## src/rtl/ifetch_unit.sv

```systemverilog
`timescale 1ns/1ps
// Instruction fetch front end: credit-limited request issue, in-order response
// tagging, DEPTH-entry instruction buffer, and flush draining of in-flight fetches.
module ifetch_unit #(
    parameter int DEPTH = 2
) (
    input  logic        clk,
    input  logic        rst,
    input  logic [31:0] i_pc_addr,
    input  logic        i_pc_valid,
    output logic        o_pc_stall,
    input  logic        i_flush,
    output logic        o_inst_req,
    output logic [31:0] o_inst_addr,
    input  logic        i_inst_addr_ok,
    input  logic        i_inst_data_ok,
    input  logic [31:0] i_inst_rdata,
    output logic        o_id_valid,
    input  logic        i_id_ready,
    output logic [31:0] o_id_inst,
    output logic [31:0] o_id_pc
);
    localparam int PW = (DEPTH > 1) ? $clog2(DEPTH) : 1;
    localparam int CW = $clog2(DEPTH + 1);

    typedef enum logic {RUN, DRAIN} state_t;

    state_t        r_state;
    state_t        w_state_next;
    logic [31:0]   r_buf_pc   [DEPTH];
    logic [31:0]   r_buf_inst [DEPTH];
    logic [31:0]   r_tag      [DEPTH];
    logic [PW-1:0] r_buf_wptr, r_buf_rptr, r_tag_wptr, r_tag_rptr;
    logic [CW-1:0] r_occ, r_out, r_discard;
    logic [CW-1:0] w_credit, w_discard_next;
    logic          w_accept, w_drop, w_take, w_buf_push, w_pop;

    assign w_credit    = CW'(DEPTH) - r_occ - r_out;
    assign w_drop      = i_inst_data_ok & (r_discard != '0);
    assign w_take      = i_inst_data_ok & (r_discard == '0) & (r_out != '0);
    assign w_buf_push  = w_take & ~i_flush;
    assign w_pop       = o_id_valid & i_id_ready;
    assign w_accept    = o_inst_req & i_inst_addr_ok;

    assign o_inst_addr = i_pc_addr;
    assign o_id_valid  = (r_occ != '0);
    assign o_id_inst   = r_buf_inst[r_buf_rptr];
    assign o_id_pc     = r_buf_pc[r_buf_rptr];

    always_comb begin
        o_inst_req     = 1'b0;
        o_pc_stall     = 1'b0;
        w_discard_next = r_discard - CW'(w_drop);
        w_state_next   = r_state;

        o_inst_req = i_pc_valid & (r_state == RUN) & (w_credit != '0) & ~i_flush & ~rst;
        o_pc_stall = i_pc_valid & ~w_accept;

        // A response landing in the flush cycle belongs to a discarded fetch too.
        if (i_flush)
            w_discard_next = r_discard - CW'(w_drop) + r_out - CW'(w_take);

        if (w_discard_next != '0)
            w_state_next = DRAIN;
        else
            w_state_next = RUN;
    end

    always_ff @(posedge clk) begin
        if (rst) begin
            r_state    <= RUN;
            r_occ      <= '0;
            r_out      <= '0;
            r_discard  <= '0;
            r_buf_wptr <= '0;
            r_buf_rptr <= '0;
            r_tag_wptr <= '0;
            r_tag_rptr <= '0;
            for (int i = 0; i < DEPTH; i++) begin
                r_buf_pc[i]   <= '0;
                r_buf_inst[i] <= '0;
                r_tag[i]      <= '0;
            end
        end else begin
            r_state   <= w_state_next;
            r_discard <= w_discard_next;
            if (i_flush) begin
                r_occ      <= '0;
                r_out      <= '0;
                r_buf_wptr <= '0;
                r_buf_rptr <= '0;
                r_tag_wptr <= '0;
                r_tag_rptr <= '0;
            end else begin
                if (w_accept) begin
                    r_tag[r_tag_wptr] <= i_pc_addr;
                    r_tag_wptr        <= r_tag_wptr + PW'(1);
                end
                if (w_buf_push) begin
                    r_buf_pc[r_buf_wptr]   <= r_tag[r_tag_rptr];
                    r_buf_inst[r_buf_wptr] <= i_inst_rdata;
                    r_buf_wptr             <= r_buf_wptr + PW'(1);
                    r_tag_rptr             <= r_tag_rptr + PW'(1);
                end
                if (w_pop)
                    r_buf_rptr <= r_buf_rptr + PW'(1);
                r_occ <= r_occ + CW'(w_buf_push) - CW'(w_pop);
                r_out <= r_out + CW'(w_accept) - CW'(w_buf_push);
            end
        end
    end
endmodule

```

## config.mk

```make
export PLATFORM = sky130hd
export DESIGN_NAME = ifetch_unit
export DESIGN_NICKNAME = d
export VERILOG_FILES = /design/src/rtl/ifetch_unit.sv
export SDC_FILE = /design/constraint.sdc
export NUM_CORES = 1
export LEC_CHECK = 0
export CORE_ASPECT_RATIO = 1.5
export CORE_MARGIN = 3
export CORE_UTILIZATION = 45
export CTS_CLUSTER_DIAMETER = 120
export DETAILED_ROUTE_END_ITERATION = 6
export HOLD_SLACK_MARGIN = 0.02
export PLACE_DENSITY = 0.68
export SKIP_CTS_REPAIR_TIMING = 1
export SYNTH_ARGS = -nofsm -noshare
export SYNTH_HDL_FRONTEND = slang
export SYNTH_SLANG_ARGS = --single-unit
```

## constraint.sdc

```tcl
create_clock -name clk -period 6.2 [get_ports clk]
set_input_delay 0.93 -clock clk [delete_from_list [all_inputs] [get_ports clk]]
set_output_delay 0.93 -clock clk [all_outputs]
set_load 0.02 [all_outputs]
```

## Word level (Yosys, flattened, before mapping)

Memory sizes are Yosys's and may differ from the RTL's. A register that Yosys moved wholly into a read port is not among the register bits.
Cells that the tools add are included.

- Add/sub/neg operators: 13
- Multipliers: 0
- Div/mod/pow operators: 0
- $lt $le $gt $ge: 0
- Eq/ne operators: 0
- Shift operators: 0
- Mux-type cells: 27
- Bitwise logic cells: 15
- Reduce and logical (&&, ||, !) cells: 10

Operators by type and width:

| operator | count |
|---|---|
| $mux 32 | 3 |
| $reduce_or 32->1 | 3 |
| $mux 1 | 23 |
| $and 1x1->1 | 11 |
| $reduce_bool 2->1 | 5 |
| $sub 2x1->2 | 4 |
| $add 1x1->1 const B | 4 |
| $add 2x1->2 | 2 |
| $not 1->1 | 4 |
| $add 2x2->2 | 1 |
| $logic_not 2->1 | 1 |
| $mux 2 | 1 |
| $reduce_or 2->1 | 1 |
| $sub 2x2->2 | 1 |
| $sub 2x2->2 const A | 1 |

- Flip-flop bits (word level): 11
- Latch bits: 0
- RAM bits: 192
- ROM bits: 0
- Input bits: 71
- Output and inout bits: 99
- Logic and storage cells: 76
- Memories: 3

Memory list:

| memory | depth | width | read ports | clocked after Yosys merged registers in | wr ports | line | RTL |
|---|---|---|---|---|---|---|---|
| r_buf_inst | 2 | 32 | 1 | 1 | 2 | 31 | `logic [31:0] r_buf_inst [DEPTH];` |
| r_buf_pc | 2 | 32 | 1 | 1 | 2 | 30 | `logic [31:0] r_buf_pc [DEPTH];` |
| r_tag | 2 | 32 | 1 | 1 | 2 | 32 | `logic [31:0] r_tag [DEPTH];` |

## Longest topological paths before layout

Gate-level depths: netlist of run 1.

- Depth in word-level cells: 13
- Gate-level depth with buffers: 10
- Gate-level depth less buffers: 10

## Worst setup path after synthesis of run 1

No wires, ideal clock.

- Kind: input to register
- From: input port i_inst_data_ok
- To: memory r_buf_inst[0][0] (enable)
- Setup time: 0.499 ns
- Arrival time: 4.219 ns
- Data required time: 5.701 ns
- Path slack: 1.482 ns
- Stages on the path: 3
- Path buffers: 0
- Cell sequence: o21a_1 > nand3_1 > o21bai_1

RTL lines:

| what | line | RTL |
|---|---|---|
| start: declaration | 16 | `input logic i_inst_data_ok,` |
| end: declaration | 31 |  |

## Final worst setup path of run 1

- From: input port rst
- To: output port o_pc_stall

- Longest elaborated chain between the ends: 5

RTL lines:

| what | line | RTL |
|---|---|---|
| start: declaration | 8 | `input logic rst,` |
| $not 1->1 | 56 | `o_inst_req = i_pc_valid & (r_state == RUN) & (w_credit != '0) & ~i_flush & ~rst;` |
| $and 1x1->1 | 56 |  |
| $and 1x1->1 | 43 | `assign w_accept = o_inst_req & i_inst_addr_ok;` |
| $not 1->1 | 57 | `o_pc_stall = i_pc_valid & ~w_accept;` |
| $and 1x1->1 | 57 |  |
| end: declaration | 11 | `output logic o_pc_stall,` |

No other way between the ends.

==> out/results.tsv, run 1 <==
stage	metric	value	unit
run_status	run_status	complete, no violations	
setup_path	slowest_delay	0.62	ns
finish	nets	844	
clock_tree	clk-insertion-delay-late	0.47	ns
hold_path	hold_start	r_tag_rptr	
floorplanning	die_y	180	µm
yosys	yosys_warnings	0	
floorplanning	dieArea	21800	µm²
floorplanning	pin_count	170	
power	cellPowerDensity	261	nW/µm²
setup_path	worstPathCellList	clkdlybuf4s50_1, or4b_4, a211o_1, and2_1, clkdlybuf4s50_1	
finish	nFillCells	1563	
setup_path	worst_ep_required_time	5.27	ns
finish	diodes	0	
setup_path	path_delay_family	buffers and inverters	
finish	syn_to_final_growth	25.6	%
yosys	synth_area	9030	µm²
routing	drtAntennaViolNets	0	
timing	setup_viol	0	
timing	max_clock_freq	242	MHz
finish	multi_input_area	2640	µm²
timing	fin_crit_sh	66.7	%
clock_tree	root_buffer	clkbuf_16	
timing	timing.slew.headroom	29.5	%
timing	finalHoldViolCount	0	
setup_path	critPathLaunchType	input port	
hold_path	min_path_type	flop to flop	
power	ir_drop	179	µV
timing	finClkSkew	0.00789	ns
clock_tree	clk_pin_slew	0.06	ns
yosys	ys_ff_latch	205	
timing	hold_ws	0.529	ns
setup_path	r2r-start	r_out[1]	
timing	slew_violations	0	
clock_tree	numCtsBuffers	19	
run	cap_violations	0	
grt	grt_usage	16.1	%
setup_path	crit_fanout	12	
setup_path	r2r_slack	3.35	ns
timing	worst_pin_slew	1.06	ns
setup_path	critical_path.slowest_cell	or4b_4	
power	leakage	0.00411	µW
floorplanning	die_w	122	µm
routing	drc	0	
clock_tree	h-tree-depth	1	
setup_path	worst-endpoint-arrival	3.20	ns
finish	layout_common_cells	192 x edfxtp_1, 169 x clkdlybuf4s50_1, 134 x and2_1	
setup_path	reg2regPathDepth	4	
grt	antenna_found_initial	0	
setup_path	worstSetupEndpointType	primary output	
routing	num_vias	5168	
routing	drtIter0Drc	292	
yosys	syn_nets	712	
placed_design	gp_congestion	0.730	
setup_path	path_buf_inv	2	
finish	seq_area	6030	µm²
grt	grt_pass1_wl	28500	µm
placed_design	hpwl	11200	µm
setup_path	critPathMostFrequentCell	clkdlybuf4s50_1	
yosys	synthCells	633	
hold_path	min_path_cells	2	
timing	fin_crit	4.13	ns
clock_tree	clock-sinks	205	
grt	globalRouteOverflowTotal	0	
timing	tns	0	ns
clock_tree	cts_tree	done	
yosys	ys_seq_area_share	66.7	%
placed_design	port_buffers	169	
yosys	syn_area_per_cell	14.3	µm²
grt	grt_max_degree	65	
setup_path	path_class	input port to primary output	
finish	final_common_cell	edfxtp_1	
timing	grt_setup_unrepaired	false	
clock_tree	clock_path_buffers	3	
routing	viasPerCell	5.00	
finish	drive_gt1_share	13.9	%
floorplanning	core_area	19400	µm²
floorplanning	initial_utilization	46.6	%
routing	wl_per_cell	17.0	µm
routing	totalWireLength	17600	µm
grt	grt_pass1_vias	5706	
setup_path	worstReg2RegEnd	r_tag[0][27]	
floorplanning	placementRows	62	
routing	firstDrtPassIters	5	
yosys	synth_cell_types	33	
## flip-flops by register name (all words and copies together) (netlist names), named ones only
signal      count
r_buf_inst     64
r_buf_pc       64
r_tag          64
r_discard       2
r_occ           2
r_out           2
r_buf_rptr      1
r_buf_wptr      1
r_state         1
r_tag_rptr      1
r_tag_wptr      1
## cells by family after synthesis
kind of cell / after synthesis / synth area share, %
AO/OA/AOI/OAI: 17 / 1.51
flip-flops: 205 / 66.7
AND/OR/NAND/NOR: 227 / 13.7
adder cells (fa/ha/maj): 8 / 1.11
XOR/XNOR: 6 / 0.901
buffers and inverters: 73 / 4.41
multiplexers: 97 / 11.6
## per-layer routing
layer	part of all wire (%)	global-route usage [%]	vias to the layer above
li1	-	-	2460
met1	40	19.0	2493
met2	52	29.9	191
met3	6.4	2.80	24
met4	1.8	4.08	0
met5	0	0	-
## Yosys cell counts (all sizes together)
library cell	instances	area share (%)
mux2	64	8.0
mux2i	33	3.7
a2111oi	1	0.30
a211o	2	0.19
nor3	2	0.11
xor2	2	0.19
nand3	1	0.055
clkbuf	31	1.3
a21oi	5	0.28
or4b	1	0.15
and4	2	0.19
xnor2	2	0.19
o21ai	3	0.17
a31o	1	0.097
dfxtp	13	2.9
ha	8	1.1
a211oi	1	0.14
or2	5	0.35
or3	2	0.14
nand2	3	0.12
xnor3	1	0.25
edfxtp	192	64
o21bai	1	0.083
o211ai	1	0.083
and2	134	9.3
nand4b	1	0.097
o21a	2	0.17
xor3	1	0.26
nand4	2	0.14
nor2	74	3.1
inv	10	0.42
buf	32	2.7
## through the flow
stage | power [µW] | utilization [%] | std cells | instance area (µm²) | setup slack [ns]
floorplan | 1760 | - | 633 | 9030 | 1.48
global placement | 1870 | 55.4 | 1000 | 10800 | 2.10
detailed placement | 1880 | 55.4 | 1000 | 10800 | 2.06
CTS | 3000 | 58.5 | 1033 | 11300 | 2.07
global route | 3080 | 58.5 | 1033 | 11300 | 2.00
finish | 2970 | 58.5 | 1033 | 11300 | 2.07
## worst max-delay path by stage
stage                   start               end  slack (ns)  cells after the start
2_1_floorplan  i_inst_data_ok  r_buf_inst[0][0]        1.48                      3
3_3_place_gp              rst        o_pc_stall        2.10                      5
3_5_place_dp              rst        o_pc_stall        2.06                      5
4_1_cts                   rst        o_pc_stall        2.07                      5
5_1_grt                   rst        o_pc_stall        2.00                      5
6_report                  rst        o_pc_stall        2.07                      5
## cell type report
class	instances	area share [%]
Tap cell	256	2.82
Clock inverter	11	0.894
Sequential cell	205	53.2
Timing Repair Buffer	174	15.2
Clock buffer	22	4.29
Inverter	10	0.331
Multi-Input combinational cell	355	23.2
## worst register-to-register path, cell delays in order (launching register included)
cell	delay, ns
dfxtp_1	0.44
xnor3_1	0.56
a2111oi_4	0.38
buf_4	0.35
or2_2	0.75
## report_power, final
group,switching [µW],internal (µW)
Combinational,139,127
Sequential,17.2,1570
Clock,472,645
Total,628,2340
(Power assumes the default switching activity.)
==> run 2: changes to the inputs <==
clock period = 4.11 ns   (was 6.2 ns; I/O delays follow)
==> run 2 against run 1 <==
Clock power up 60%. Power is 54% higher. Global-route usage shrank 0.40 points. First-iteration DRC count down 20%. Die area unchanged. Combinational power increased by 50%. Cell area grew 0.60%. Sequential share of layout area down 0.31 points. Critical endpoint unchanged. Largest cell class unchanged.
==> out/results.tsv, run 2 (synthesized netlist as in run 1, its figures left out) <==
stage	metric	value	unit
power	leakage	0.00412	µW
routing	num_vias	5152	
setup_path	critPathMostFrequentCell	clkdlybuf4s50_1	
setup_path	path_delay_family	buffers and inverters	
timing	timing.slew.headroom	33.2	%
routing	viasPerCell	4.97	
clock_tree	root_buffer	clkbuf_16	
setup_path	crit_end	o_pc_stall	
hold_path	min_path_type	flop to flop	
setup_path	critical_path.slowest_cell	or4b_4	
routing	drtAntennaViolNets	0	
clock_tree	clock-sinks	205	
power	p_switching	968	µW
clock_tree	clock_path_buffers	3	
finish	layout_common_cells	192 x edfxtp_1, 169 x clkdlybuf4s50_1, 134 x and2_1	
setup_path	path_class	input port to primary output	
routing	totalWireLength	17400	µm
placed_design	gp_congestion	0.704	
clock_tree	cts_tree	done	
clock_tree	clk_pin_slew	0.06	ns
power	p_sw_share	21.1	%
setup_path	worst_ep_required_time	3.49	ns
power	p_clk_share	39.2	%
placed_design	port_buffers	169	
finish	syn_to_final_growth	26.3	%
grt	grt_pass1_wl	27800	µm
floorplanning	pin_count	170	
finish	final_common_cell	edfxtp_1	
floorplanning	core_area	19400	µm²
power	cellPowerDensity	401	nW/µm²
routing	wl_per_cell	16.7	µm
floorplanning	die_y	180	µm
timing	max_clock_freq	285	MHz
finish	diodes	0	
setup_path	critPathLaunchType	input port	
timing	fin_crit_sh	85.4	%
grt	antenna_found_initial	0	
power	ir_drop	260	µV
setup_path	reg2regPathDepth	5	
timing	slew_violations	0	
timing	fin_crit	3.51	ns
setup_path	crit_fanout	12	
timing	grt_setup_unrepaired	false	
finish	drive_gt1_share	14.1	%
timing	finClkSkew	0.00812	ns
clock_tree	numCtsBuffers	20	
power	p_comb_share	8.7	%
power	p_int	3610	µW
grt	globalRouteOverflowTotal	0	
setup_path	path_buf_inv	2	
setup_path	startpoint	rst	
floorplanning	initial_utilization	46.6	%
floorplanning	placementRows	62	
grt	grt_max_degree	65	
timing	tns	0	ns
setup_path	worst-endpoint-arrival	2.89	ns
clock_tree	h-tree-depth	1	
grt	grt_usage	15.7	%
routing	firstDrtPassIters	5	
grt	grt_pass1_vias	5616	
finish	nFillCells	1614	
power	pwr-share-seq	52.1	%
timing	finalHoldViolCount	0	
setup_path	crit_cells	5	
setup_path	worstPathCellList	clkdlybuf4s50_1, or4b_4, a211o_1, and2_1, clkdlybuf4s50_1	
setup_path	slowest_delay	0.62	ns
floorplanning	dieArea	21800	µm²
run_status	run_status	complete, no violations	
finish	nets	846	
hold_path	hold_start	r_buf_rptr	
run	cap_violations	0	
setup_path	worstSetupEndpointType	primary output	
placed_design	hpwl	11200	µm
timing	worst_pin_slew	1.00	ns
routing	drtIter0Drc	233	
setup_path	r2r_slack	1.62	ns
setup_path	worstReg2RegEnd	r_tag[0][17]	
timing	fin_ws	0.600	ns
clock_tree	clk-insertion-delay-late	0.48	ns
placed_design	dp_slack	0.614	ns
setup_path	r2r-start	r_out[0]	
floorplanning	die_w	122	µm
finish	reg_top3	r_buf_inst (64), r_buf_pc (64), r_tag (64)	
routing	drc	0	
timing	setup_viol	0	
==> run 2: power by group through the flow <==
stage / sequential (µW) / combinational (µW) / clock [µW]
after detailed placement: 2430 / 401 / 0
after global placement: 2430 / 390 / 0
after CTS: 2390 / 404 / 1840
final: 2390 / 398 / 1790
after global routing: 2390 / 429 / 1920
after floorplan: 2420 / 222 / 0
==> run 2: worst register-to-register path, cell delays in order, from the launching register on <==
cell and delay [ns]:
dfxtp_1 0.44, inv_1 0.07, ha_1 0.19, xnor3_1 0.30, a2111oi_4 0.39, or2_2 0.70
==> run 2: worst min path at each step <==
stage                  to  slack, ns  cells after the start
2_1_floorplan  r_tag_wptr       0.48                      1
3_3_place_gp         flop       0.49                      2
3_5_place_dp         flop       0.51                      2
4_1_cts              flop       0.53                      2
5_1_grt        r_tag_wptr       0.56                      1
6_report       r_buf_rptr       0.51                      2
==> run 2: metrics by stage <==
| step | hold WS (ns) | instance area [µm²] | power (µW) | utilization, % | cells |
|---|---|---|---|---|---|
| 2_1_floorplan | 0.478 | 9030 | 2650 | - | 633 |
| 3_3_place_gp | 0.492 | 10800 | 2820 | 55.5 | 1001 |
| 3_5_place_dp | 0.510 | 10800 | 2830 | 55.5 | 1001 |
| 4_1_cts | 0.527 | 11400 | 4630 | 58.8 | 1037 |
| 5_1_grt | 0.559 | 11400 | 4740 | 58.8 | 1037 |
| 6_report | 0.515 | 11400 | 4580 | 58.8 | 1037 |
==> run 2: cell type report <==
class                   count  area, µm²  area share [%]
flip-flops and latches    205       6030            52.9
multi-input cells         355       2640            23.1
repair buffers            175       1740            15.2
clock buffers              24        537            4.70
well taps                 256        320            2.81
clock inverters            12        111           0.976
inverters                  10       37.5           0.329
==> run 2: layer usage <==
| metal | track usage (%) | vias to the layer above | routed length (µm) | share of wire [%] |
|---|---|---|---|---|
| li1 | - | 2479 | - | - |
| met1 | 17.3 | 2476 | 6540 | 38 |
| met2 | 30.6 | 169 | 9500 | 55 |
| met3 | 2.77 | 28 | 1030 | 5.9 |
| met4 | 3.81 | 0 | 295 | 1.7 |
| met5 | 0 | - | 0 | 0 |
